===== src/rtl/axis_frame_arbiter_pkg.sv =====
// Shared types and field-packing helpers for the frame arbiter.
// Beat layout, LSB first: data | keep (optional) | last | id | dest | user.
package axis_frame_arbiter_pkg;

  typedef enum logic {
    ST_IDLE  = 1'b0,
    ST_GRANT = 1'b1
  } arb_state_e;

  function automatic int clog2_safe(input int n);
    return (n <= 2) ? 1 : $clog2(n);
  endfunction

  function automatic int keep_offset(input int data_w);
    return data_w;
  endfunction

  function automatic int last_offset(input int data_w, input bit keep_en, input int keep_w);
    return data_w + (keep_en ? keep_w : 0);
  endfunction

  function automatic int id_offset(input int data_w, input bit keep_en, input int keep_w);
    return last_offset(data_w, keep_en, keep_w) + 1;
  endfunction

  function automatic int dest_offset(input int data_w, input bit keep_en, input int keep_w,
                                     input int id_w);
    return id_offset(data_w, keep_en, keep_w) + id_w;
  endfunction

  function automatic int user_offset(input int data_w, input bit keep_en, input int keep_w,
                                     input int id_w, input int dest_w);
    return dest_offset(data_w, keep_en, keep_w, id_w) + dest_w;
  endfunction

  function automatic int beat_width(input int data_w, input bit keep_en, input int keep_w,
                                    input int id_w, input int dest_w, input int user_w);
    return user_offset(data_w, keep_en, keep_w, id_w, dest_w) + user_w;
  endfunction

endpackage


===== src/rtl/axis_arb_skid_reg.sv =====
// Two-entry output register with skid slot; s_ready_o is a pure register output,
// so upstream ready never depends combinationally on m_ready_i.
module axis_arb_skid_reg #(
  parameter int WIDTH = 8
) (
  input  logic             clk,
  input  logic             rst_n,
  input  logic [WIDTH-1:0] s_data_i,
  input  logic             s_valid_i,
  output logic             s_ready_o,
  output logic [WIDTH-1:0] m_data_o,
  output logic             m_valid_o,
  input  logic             m_ready_i
);

  logic [WIDTH-1:0] out_data_q, skid_data_q;
  logic             out_valid_q, skid_valid_q;

  always_ff @(posedge clk or negedge rst_n) begin
    if (!rst_n) begin
      out_data_q   <= '0;
      skid_data_q  <= '0;
      out_valid_q  <= 1'b0;
      skid_valid_q <= 1'b0;
    end else if (m_ready_i || !out_valid_q) begin
      // Main register free: drain the skid first, otherwise take the input.
      if (skid_valid_q) begin
        out_data_q   <= skid_data_q;
        out_valid_q  <= 1'b1;
        skid_valid_q <= 1'b0;
      end else begin
        out_valid_q <= s_valid_i;
        if (s_valid_i) out_data_q <= s_data_i;
      end
    end else if (s_valid_i && !skid_valid_q) begin
      skid_data_q  <= s_data_i;
      skid_valid_q <= 1'b1;
    end
  end

  assign s_ready_o = !skid_valid_q;
  assign m_data_o  = out_data_q;
  assign m_valid_o = out_valid_q;

endmodule


===== src/rtl/axis_frame_arbiter.sv =====
// Frame-level round-robin merge of PORTS AXI-Stream sources; a grant is held
// until the winner's tlast beat is accepted, so frames never interleave.
module axis_frame_arbiter
  import axis_frame_arbiter_pkg::*;
#(
  parameter int PORTS       = 4,
  parameter int DATA_WIDTH  = 8,
  parameter bit KEEP_ENABLE = (DATA_WIDTH > 8),
  parameter int KEEP_WIDTH  = DATA_WIDTH / 8,
  parameter int ID_WIDTH    = 8,
  parameter int DEST_WIDTH  = 8,
  parameter int USER_WIDTH  = 1
) (
  input  logic                              clk,
  input  logic                              rst_n,
  input  logic [PORTS*DATA_WIDTH-1:0]       s_axis_tdata,
  input  logic [PORTS*KEEP_WIDTH-1:0]       s_axis_tkeep,
  input  logic [PORTS-1:0]                  s_axis_tvalid,
  output logic [PORTS-1:0]                  s_axis_tready,
  input  logic [PORTS-1:0]                  s_axis_tlast,
  input  logic [PORTS*ID_WIDTH-1:0]         s_axis_tid,
  input  logic [PORTS*DEST_WIDTH-1:0]       s_axis_tdest,
  input  logic [PORTS*USER_WIDTH-1:0]       s_axis_tuser,
  output logic [DATA_WIDTH-1:0]             m_axis_tdata,
  output logic [KEEP_WIDTH-1:0]             m_axis_tkeep,
  output logic                              m_axis_tvalid,
  input  logic                              m_axis_tready,
  output logic                              m_axis_tlast,
  output logic [ID_WIDTH-1:0]               m_axis_tid,
  output logic [DEST_WIDTH-1:0]             m_axis_tdest,
  output logic [USER_WIDTH-1:0]             m_axis_tuser,
  output logic                              grant_valid,
  output logic [clog2_safe(PORTS)-1:0]      grant_index
);

  localparam int IDX_W       = clog2_safe(PORTS);
  localparam int KEEP_OFFSET = keep_offset(DATA_WIDTH);
  localparam int LAST_OFFSET = last_offset(DATA_WIDTH, KEEP_ENABLE, KEEP_WIDTH);
  localparam int ID_OFFSET   = id_offset(DATA_WIDTH, KEEP_ENABLE, KEEP_WIDTH);
  localparam int DEST_OFFSET = dest_offset(DATA_WIDTH, KEEP_ENABLE, KEEP_WIDTH, ID_WIDTH);
  localparam int USER_OFFSET = user_offset(DATA_WIDTH, KEEP_ENABLE, KEEP_WIDTH, ID_WIDTH,
                                           DEST_WIDTH);
  localparam int WIDTH       = beat_width(DATA_WIDTH, KEEP_ENABLE, KEEP_WIDTH, ID_WIDTH,
                                          DEST_WIDTH, USER_WIDTH);

  arb_state_e       state_q, state_d;
  logic [IDX_W-1:0] grant_index_q, grant_index_d;
  logic [IDX_W-1:0] last_grant_q, last_grant_d;

  logic [PORTS-1:0][WIDTH-1:0] beat_vec;
  logic [WIDTH-1:0]            sel_beat, m_beat;
  logic                        sel_valid, sel_last, skid_ready, skid_valid;
  logic [IDX_W-1:0]            pick;
  logic                        found;

  for (genvar i = 0; i < PORTS; i++) begin : g_port
    assign beat_vec[i][DATA_WIDTH-1:0] = s_axis_tdata[i*DATA_WIDTH +: DATA_WIDTH];
    if (KEEP_ENABLE) begin : g_keep
      assign beat_vec[i][KEEP_OFFSET +: KEEP_WIDTH] = s_axis_tkeep[i*KEEP_WIDTH +: KEEP_WIDTH];
    end
    assign beat_vec[i][LAST_OFFSET]                = s_axis_tlast[i];
    assign beat_vec[i][ID_OFFSET +: ID_WIDTH]      = s_axis_tid[i*ID_WIDTH +: ID_WIDTH];
    assign beat_vec[i][DEST_OFFSET +: DEST_WIDTH]  = s_axis_tdest[i*DEST_WIDTH +: DEST_WIDTH];
    assign beat_vec[i][USER_OFFSET +: USER_WIDTH]  = s_axis_tuser[i*USER_WIDTH +: USER_WIDTH];
  end

  // Round-robin search: first valid port above last_grant, wrapping at PORTS.
  always_comb begin
    pick  = '0;
    found = 1'b0;
    for (int k = 1; k <= PORTS; k++) begin
      int idx;
      logic [IDX_W-1:0] cand;
      idx = int'(last_grant_q) + k;
      if (idx >= PORTS) idx = idx - PORTS;
      cand = IDX_W'(idx);
      if (!found && s_axis_tvalid[cand]) begin
        pick  = cand;
        found = 1'b1;
      end
    end
  end

  always_comb begin
    sel_beat      = '0;
    s_axis_tready = '0;
    for (int i = 0; i < PORTS; i++) begin
      if (grant_index_q == IDX_W'(i)) begin
        sel_beat         = beat_vec[i];
        s_axis_tready[i] = (state_q == ST_GRANT) && skid_ready;
      end
    end
  end

  assign sel_valid  = s_axis_tvalid[grant_index_q];
  assign sel_last   = s_axis_tlast[grant_index_q];
  assign skid_valid = (state_q == ST_GRANT) && sel_valid;

  always_comb begin
    state_d       = state_q;
    grant_index_d = grant_index_q;
    last_grant_d  = last_grant_q;
    case (state_q)
      ST_IDLE: begin
        if (found) begin
          state_d       = ST_GRANT;
          grant_index_d = pick;
          last_grant_d  = pick;
        end
      end
      ST_GRANT: begin
        if (sel_valid && skid_ready && sel_last) state_d = ST_IDLE;
      end
      default: state_d = ST_IDLE;
    endcase
  end

  always_ff @(posedge clk or negedge rst_n) begin
    if (!rst_n) begin
      state_q       <= ST_IDLE;
      grant_index_q <= '0;
      last_grant_q  <= IDX_W'(PORTS - 1);
    end else begin
      state_q       <= state_d;
      grant_index_q <= grant_index_d;
      last_grant_q  <= last_grant_d;
    end
  end

  axis_arb_skid_reg #(.WIDTH(WIDTH)) u_skid (
    .clk      (clk),
    .rst_n    (rst_n),
    .s_data_i (sel_beat),
    .s_valid_i(skid_valid),
    .s_ready_o(skid_ready),
    .m_data_o (m_beat),
    .m_valid_o(m_axis_tvalid),
    .m_ready_i(m_axis_tready)
  );

  assign m_axis_tdata = m_beat[DATA_WIDTH-1:0];
  assign m_axis_tlast = m_beat[LAST_OFFSET];
  assign m_axis_tid   = m_beat[ID_OFFSET +: ID_WIDTH];
  assign m_axis_tdest = m_beat[DEST_OFFSET +: DEST_WIDTH];
  assign m_axis_tuser = m_beat[USER_OFFSET +: USER_WIDTH];
  if (KEEP_ENABLE) begin : g_mkeep
    assign m_axis_tkeep = m_beat[KEEP_OFFSET +: KEEP_WIDTH];
  end else begin : g_mkeep_ones
    assign m_axis_tkeep = '1;
  end

  assign grant_valid = (state_q == ST_GRANT);
  assign grant_index = grant_index_q;

endmodule


===== config.mk =====
export PLATFORM = sky130hd
export DESIGN_NAME = axis_frame_arbiter
export DESIGN_NICKNAME = d
export VERILOG_FILES = /design/src/rtl/axis_frame_arbiter_pkg.sv /design/src/rtl/axis_arb_skid_reg.sv /design/src/rtl/axis_frame_arbiter.sv
export SDC_FILE = /design/constraint.sdc
export NUM_CORES = 1
export LEC_CHECK = 0
export CORE_MARGIN = 4
export CORE_UTILIZATION = 29
export CTS_CLUSTER_SIZE = 8
export DETAILED_ROUTE_END_ITERATION = 7
export HOLD_SLACK_MARGIN = 0.02
export PLACE_DENSITY_LB_ADDON = 0.12
export SLEW_MARGIN = 40
export SYNTH_ARGS = -nofsm -noshare
export SYNTH_HDL_FRONTEND = slang
export SYNTH_HIERARCHICAL = 1
export SYNTH_SLANG_ARGS = --single-unit

===== constraint.sdc =====
create_clock -name clk -period 3.92 [get_ports clk]
set_clock_uncertainty 0.1 [all_clocks]
set_input_delay 0.784 -clock clk [delete_from_list [all_inputs] [get_ports clk]]
set_output_delay 0.784 -clock clk [all_outputs]
set_load 0.01 [all_outputs]

==> impl_metrics.csv, run 1 <==
group,metric,value,unit
sta,final_max_slew_viol_count,0,
synthesis,seq_area_frac_synth,44.2,%
floorplan,die_w,115,um
grt,grt_max_degree,34,
detailed_routing,first_pass_iters,3,
final_layout,finish.utilization,46.7,%
clocking,clk_latency,0.31,ns
clocking,post_cts_buffers,0,
grt,grt-ovfl-total,0,
sta,rsz0062_at_grt,"false",
synthesis,syn_area_per_cell,15.4,um2
clocking,cts_made_buffers,9,
final_layout,antennaDiodeCount,0,
sta,fmax,0.342,GHz
clocking,htreeDepth,3,
power_and_ir_drop,irDropWorstVdd,0.304,mV
floorplan,start_util,30.2,%
detailed_routing,routedWlPerCell,16.5,um
clocking,cts_resized,0,
sta,period_share,74.6,%
clocking,numClockSinks,59,
power_and_ir_drop,p_int,2.65,mW
worst_setup_path,critPathKind,"flop to primary output",
place,portBuffers,144,
final_layout,area_growth,54.5,%
hold_path,hold_class,"input port to async pin",
power_and_ir_drop,clkPwrFrac,17.9,%
power_and_ir_drop,p_leak,2.02,nW
power_and_ir_drop,power_density,740,mW/mm2
detailed_routing,route.detailed.drc,0,
synthesis,synth-seq-cells,59,
detailed_routing,drt_iter0_markers,65,
sta,period_minus_slack,2.93,ns
power_and_ir_drop,combPwrFrac,51.5,%
grt,grt_pass1_vias,2664,
final_layout,nFillCells,1049,
worst_setup_path,worstPathMaxFanout,19,
detailed_routing,vias_per_cell,4.86,
clocking,max-clock-path-buffers,2,
floorplan,io_pins,150,
worst_setup_path,cp_data_required_time,3.04,ns
detailed_routing,wl,8380,um
final_layout,nets,478,
grt,antenna_found_initial,0,
synthesis,synthCells,218,
sta,slew_headroom,63.8,%
floorplan,core-area,0.0111,mm2
floorplan,rows,38,
run_status,status,"finished clean",
place,dpl.hpwl,6230,um
worst_setup_path,arrival,2.04,ns
place,globalplace.congestion,0.742,
synthesis,yosys_warnings,6,
sta,fin_ws,0.995,ns
synthesis,synth_nets,333,
sta,finalSetupViolCount,0,
grt,grt_pass1_wl,13100,um
clocking,postCtsHoldBufs,0,
detailed_routing,num_vias,2466,
power_and_ir_drop,switching_power,1.18,mW
sta,worstMarginPinSlew,0.543,ns
clocking,root_buffer,"clkbuf_16",
detailed_routing,ant_nets,0,
synthesis,synth.cell_area,0.00335,mm2
floorplan,chipHeight,115,um
worst_setup_path,worstSetupEndpointType,"primary output",
place,dp_slack,0.747,ns
synthesis,ys_types,33,
sta,hold_viol,0,
clocking,cts_tree,"yes",
sta,fin_setup_tns,0,ns
clocking,clkTransAtPathRegs,0.05,ns
final_layout,final_layout_size_suffix_gt1_share,36.5,%
flow_run,drv_cap,0,
power_and_ir_drop,p_seq_share,30.6,%
worst_setup_path,start_kind,"flop",
grt,track_usage,12.7,%
power_and_ir_drop,netSwitchingFraction,30.8,%
floorplan,die-area,0.0133,mm2
==> cell families (layout without fill, tap and decap cells) <==
| family | after synthesis | count (layout) | share of synthesized area [%] |
|---|---|---|---|
| buf+inv | 21 | 170 | 4.37 |
| flops | 59 | 59 | 44.2 |
| compound gates | 12 | 12 | 2.76 |
| simple gates | 19 | 19 | 3.81 |
| other cells | 1 | 1 | 0.112 |
| mux | 106 | 106 | 44.8 |
==> layout by cell type (no fill, tap or decap), types with 2 or more instances in the layout <==
cell               n
clkinv_2           3
clkbuf_16          9
dfrtp_1           55
nor2_1             3
nor2b_1            2
a21o_1             2
clkdlybuf4s50_1  143
o21a_1             2
o21ai_0            2
dfrtp_2            2
inv_1              4
mux4_2            26
nor3b_1            2
dfstp_2            2
clkbuf_1           2
mux2_2            78
nand2_1            3
buf_4              7
==> state kept, by name, summed over array words and instances (netlist names) <==
register and count:
u_skid/skid_data_q 26, u_skid/m_valid_o 1, grant_index 2, u_skid/skid_valid_q 1
grant_valid 1, last_grant_q 2, u_skid/m_data_o 26
==> cell usage after synthesis (all sizes together) <==
master / number / share of area [%]
mux2: 78 / 26
dfrtp: 57 / 43
mux4: 27 / 18
buf: 16 / 3.8
inv: 4 / 0.45
nand2: 3 / 0.34
nor2: 3 / 0.34
nor2b: 3 / 0.56
nor3b: 3 / 1.0
a21o: 2 / 0.45
dfstp: 2 / 1.6
nand2b: 2 / 0.60
o21a: 2 / 0.45
o21ai: 2 / 0.30
a21oi: 1 / 0.15
a221oi: 1 / 0.26
a2bb2oi: 1 / 0.26
a41oi: 1 / 0.49
and2: 1 / 0.19
and4: 1 / 0.26
clkbuf: 1 / 0.11
conb: 1 / 0.11
mux2i: 1 / 0.30
nor3: 1 / 0.15
nor4: 1 / 0.19
o211ai: 1 / 0.22
o22ai: 1 / 0.19
or2: 1 / 0.19
==> per-stage QoR <==
step | hold slack, ns | cell area [um2] | total power, mW | std cells
2_1_floorplan | 0.375 | 3350 | 2.47 | 218
3_3_place_gp | 0.384 | 4880 | 3.13 | 491
3_5_place_dp | 0.390 | 4910 | 3.20 | 492
4_1_cts | 0.403 | 5170 | 3.91 | 507
5_1_grt | 0.332 | 5180 | 4.12 | 507
6_report | 0.313 | 5180 | 3.83 | 507
==> power by group through the flow <==
| stage | registers, mW | clock network (mW) | logic, mW |
|---|---|---|---|
| 6_report | 1.17 | 0.685 | 1.97 |
| 5_1_grt | 1.24 | 0.740 | 2.14 |
| 4_1_cts | 1.18 | 0.710 | 2.02 |
| 3_5_place_dp | 1.19 | 0 | 2.01 |
| 3_3_place_gp | 1.18 | 0 | 1.95 |
| 2_1_floorplan | 1.15 | 0 | 1.32 |
==> per-layer routing <==
metal  GRT usage, %  share of wire [%]
met1           15.9                 42
met4           3.99               0.66
met3           3.92                9.6
met5              0                  0
met2           21.2                 47
==> worst max-delay path, cell delays in order, from the launching register on <==
cell and delay, ns:
dfrtp_2 0.71, buf_4 0.39, clkdlybuf4s50_1 0.60
==> cell type report <==
cell class / count / area (um2) / share of cell area [%]
sequential: 59 / 1480 / 28.6
tap: 140 / 175 / 3.38
timing repair buffer: 151 / 1510 / 29.2
clock inverter: 3 / 15.0 / 0.290
clock buffer: 12 / 246 / 4.76
inverter: 4 / 15.0 / 0.290
multi-input combinational: 138 / 1730 / 33.5
==> path summary, 6_finish.rpt <==
path	startpoint	depth (start not counted)	slack, ns	endpoint
worst max-delay path	grant_index[0]	2	0.99	grant_index[0]
worst min-delay path	rst_n	1	0.31	u_skid/skid_data_q[17]
worst max register to register	grant_index[1]	6	1.38	u_skid/m_data_o[24]
worst min register to register	u_skid/skid_data_q[15]	1	0.40	u_skid/skid_data_q[15]
max in group asynchronous	rst_n	2	2.82	u_skid/skid_data_q[11]
min in group clk	u_skid/skid_data_q[15]	1	0.40	u_skid/skid_data_q[15]
No activity file was read; power rests on OpenSTA's default activity.
==> run 2, diff against run 1 <==
clock period = 2.4 ns   (was 3.92 ns; I/O delays follow)
==> run 2 against run 1 <==
Effect of this change: wire length up 4.8%; worst hold slack better by 0.087 ns; clock power up 64%; via count up 2.8%; final cell count up 2.4%; sequential power up 56%; utilization up 1.6 points; combinational power up 83%; worst setup slack worse by 0.92 ns; sequential share of layout area down 0.94 points; register-to-register slack worse by 1.1 ns; highest routed layer unchanged.
==> impl_metrics.csv, run 2 (synthesis results as in run 1) <==
group,metric,value,unit
run_status,status,"finished clean",
detailed_routing,drt_iter0_markers,47,
clocking,cts_tree,"yes",
worst_setup_path,cp-startpoint,"grant_index[1]",
sta,finalSetupViolCount,0,
floorplan,start_util,30.2,%
place,dp_slack,-0.273,ns
worst_setup_path,critPathKind,"flop to primary output",
detailed_routing,num_vias,2535,
final_layout,nFillCells,1026,
place,portBuffers,144,
sta,fin_setup_tns,0,ns
power_and_ir_drop,total_power,6.54,mW
clocking,htreeDepth,3,
worst_setup_path,r2r_end,"u_skid/m_data_o[10]",
detailed_routing,first_pass_iters,3,
worst_setup_path,rrSetupSlack,0.30,ns
grt,grt_pass1_wl,14100,um
flow_run,drv_cap,0,
final_layout,final_common_cell,"clkdlybuf4s50_1",
sta,period_share,97.1,%
worst_setup_path,cp_data_required_time,1.82,ns
grt,grt_max_degree,33,
power_and_ir_drop,p_leak,2.12,nW
final_layout,antennaDiodeCount,0,
sta,fmax,0.429,GHz
final_layout,final_cell_mix,"clkdlybuf4s50_1, mux2_2, dfrtp_1, mux4_2, buf_4",
clocking,cts_made_buffers,9,
hold_path,hold_class,"flop to flop",
power_and_ir_drop,irDropWorstVdd,0.413,mV
worst_setup_path,r2r-start,"grant_index[1]",
sta,rsz0062_at_grt,"false",
floorplan,io_pins,150,
sta,hold_viol,0,
worst_setup_path,worstSetupEndpointType,"primary output",
worst_setup_path,arrival,1.75,ns
sta,timing.hold.ws,0.399,ns
grt,grt_pass1_vias,2849,
clocking,root_buffer,"clkbuf_16",
floorplan,chipHeight,115,um
clocking,clk_latency,0.32,ns
place,dpl.hpwl,6340,um
place,globalplace.congestion,0.704,
clocking,numClockSinks,59,
grt,antenna_found_initial,0,
worst_setup_path,r2r_cells,6,
power_and_ir_drop,power_density,1220,mW/mm2
worst_setup_path,worstPathMaxFanout,32,
sta,fin_ws,0.0704,ns
floorplan,die_w,115,um
final_layout,nets,489,
floorplan,rows,38,
floorplan,core-area,0.0111,mm2
worst_setup_path,crit_end,"s_axis_tready[2]",
clocking,clkTransAtPathRegs,0.05,ns
sta,period_minus_slack,2.33,ns
detailed_routing,ant_nets,0,
grt,track_usage,13.7,%
worst_setup_path,start_kind,"flop",
sta,final_max_slew_viol_count,0,
detailed_routing,wl,8780,um
detailed_routing,route.detailed.drc,0,
floorplan,die-area,0.0133,mm2
final_layout,area_growth,59.8,%
clocking,max-clock-path-buffers,2,
grt,grt-ovfl-total,0,
detailed_routing,vias_per_cell,4.88,
detailed_routing,routedWlPerCell,16.9,um
final_layout,final_layout_size_suffix_gt1_share,38.0,%
run 2: cell count changes in the layout (fill, tap and decap cells not counted):
cell	before	now
dlymetal6s2s_1	0	1
buf_12	0	5
bufbuf_16	0	1
dlygate4sd3_1	0	1
buf_4	7	10
clkbuf_1	2	3
buf_2	0	1
clkdlybuf4s50_1	143	142
run 2: final cells by class:
class / count / area (um2) / share of cell area, %
Inverter: 4 / 15.0 / 0.281
Timing Repair Buffer: 162 / 1680 / 31.5
Clock inverter: 3 / 15.0 / 0.281
Clock buffer: 13 / 250 / 4.68
Tap cell: 140 / 175 / 3.27
Sequential cell: 59 / 1480 / 27.7
Multi-Input combinational cell: 138 / 1730 / 32.4
run 2: what timing repair did:
action | in CTS | in global routing
cloned | 1 | 0
gates resized for setup | 2 | 3
hold buffers | 1 | 0
hold endpoints to repair | 13 | 0
endpoints found under the setup margin | 4 | 17
buffers inserted | 0 | 1
run 2: metrics by stage:
step | area (um2) | util, % | cells
global placement | 4980 | 45.0 | 499
finish | 5350 | 48.3 | 519
CTS | 5320 | 48.1 | 518
global route | 5350 | 48.3 | 519
detailed placement | 5010 | 45.2 | 500
floorplan | 3350 | - | 218
run 2: worst min path at each step:
stage | startpoint | to | cells after the start
4_1_cts | u_skid/skid_data_q[8] | u_skid/skid_data_q[8] | 1
3_3_place_gp | rst_n | u_skid/skid_data_q[16] | 1
3_5_place_dp | rst_n | u_skid/skid_data_q[16] | 1
5_1_grt | u_skid/skid_data_q[3] | u_skid/skid_data_q[3] | 1
2_1_floorplan | rst_n | grant_index[0] | 0
6_report | u_skid/m_data_o[8] | u_skid/m_data_o[8] | 1
run 2: report_power, final:
group / internal, mW / total, mW / leakage, nW / switching (mW)
combinational: 2.29 / 3.60 / 1.29 / 1.31
clock: 0.720 / 1.12 / 0.133 / 0.403
sequential: 1.54 / 1.82 / 0.694 / 0.283
total: 4.55 / 6.54 / 2.12 / 2.00
run 2: metal layers:
| layer | wire [um] | GRT usage [%] |
|---|---|---|
| met1 | 3750 | 17.3 |
| met2 | 4100 | 22.2 |
| met3 | 841 | 4.75 |
| met4 | 89 | 4.23 |
| met5 | 0 | 0 |
run 2: critical path, stage by stage (launching register included):
cell and delay (ns):
dfrtp_1 0.42, buf_12 0.24, nor3b_1 0.20, clkdlybuf4s50_1 0.57
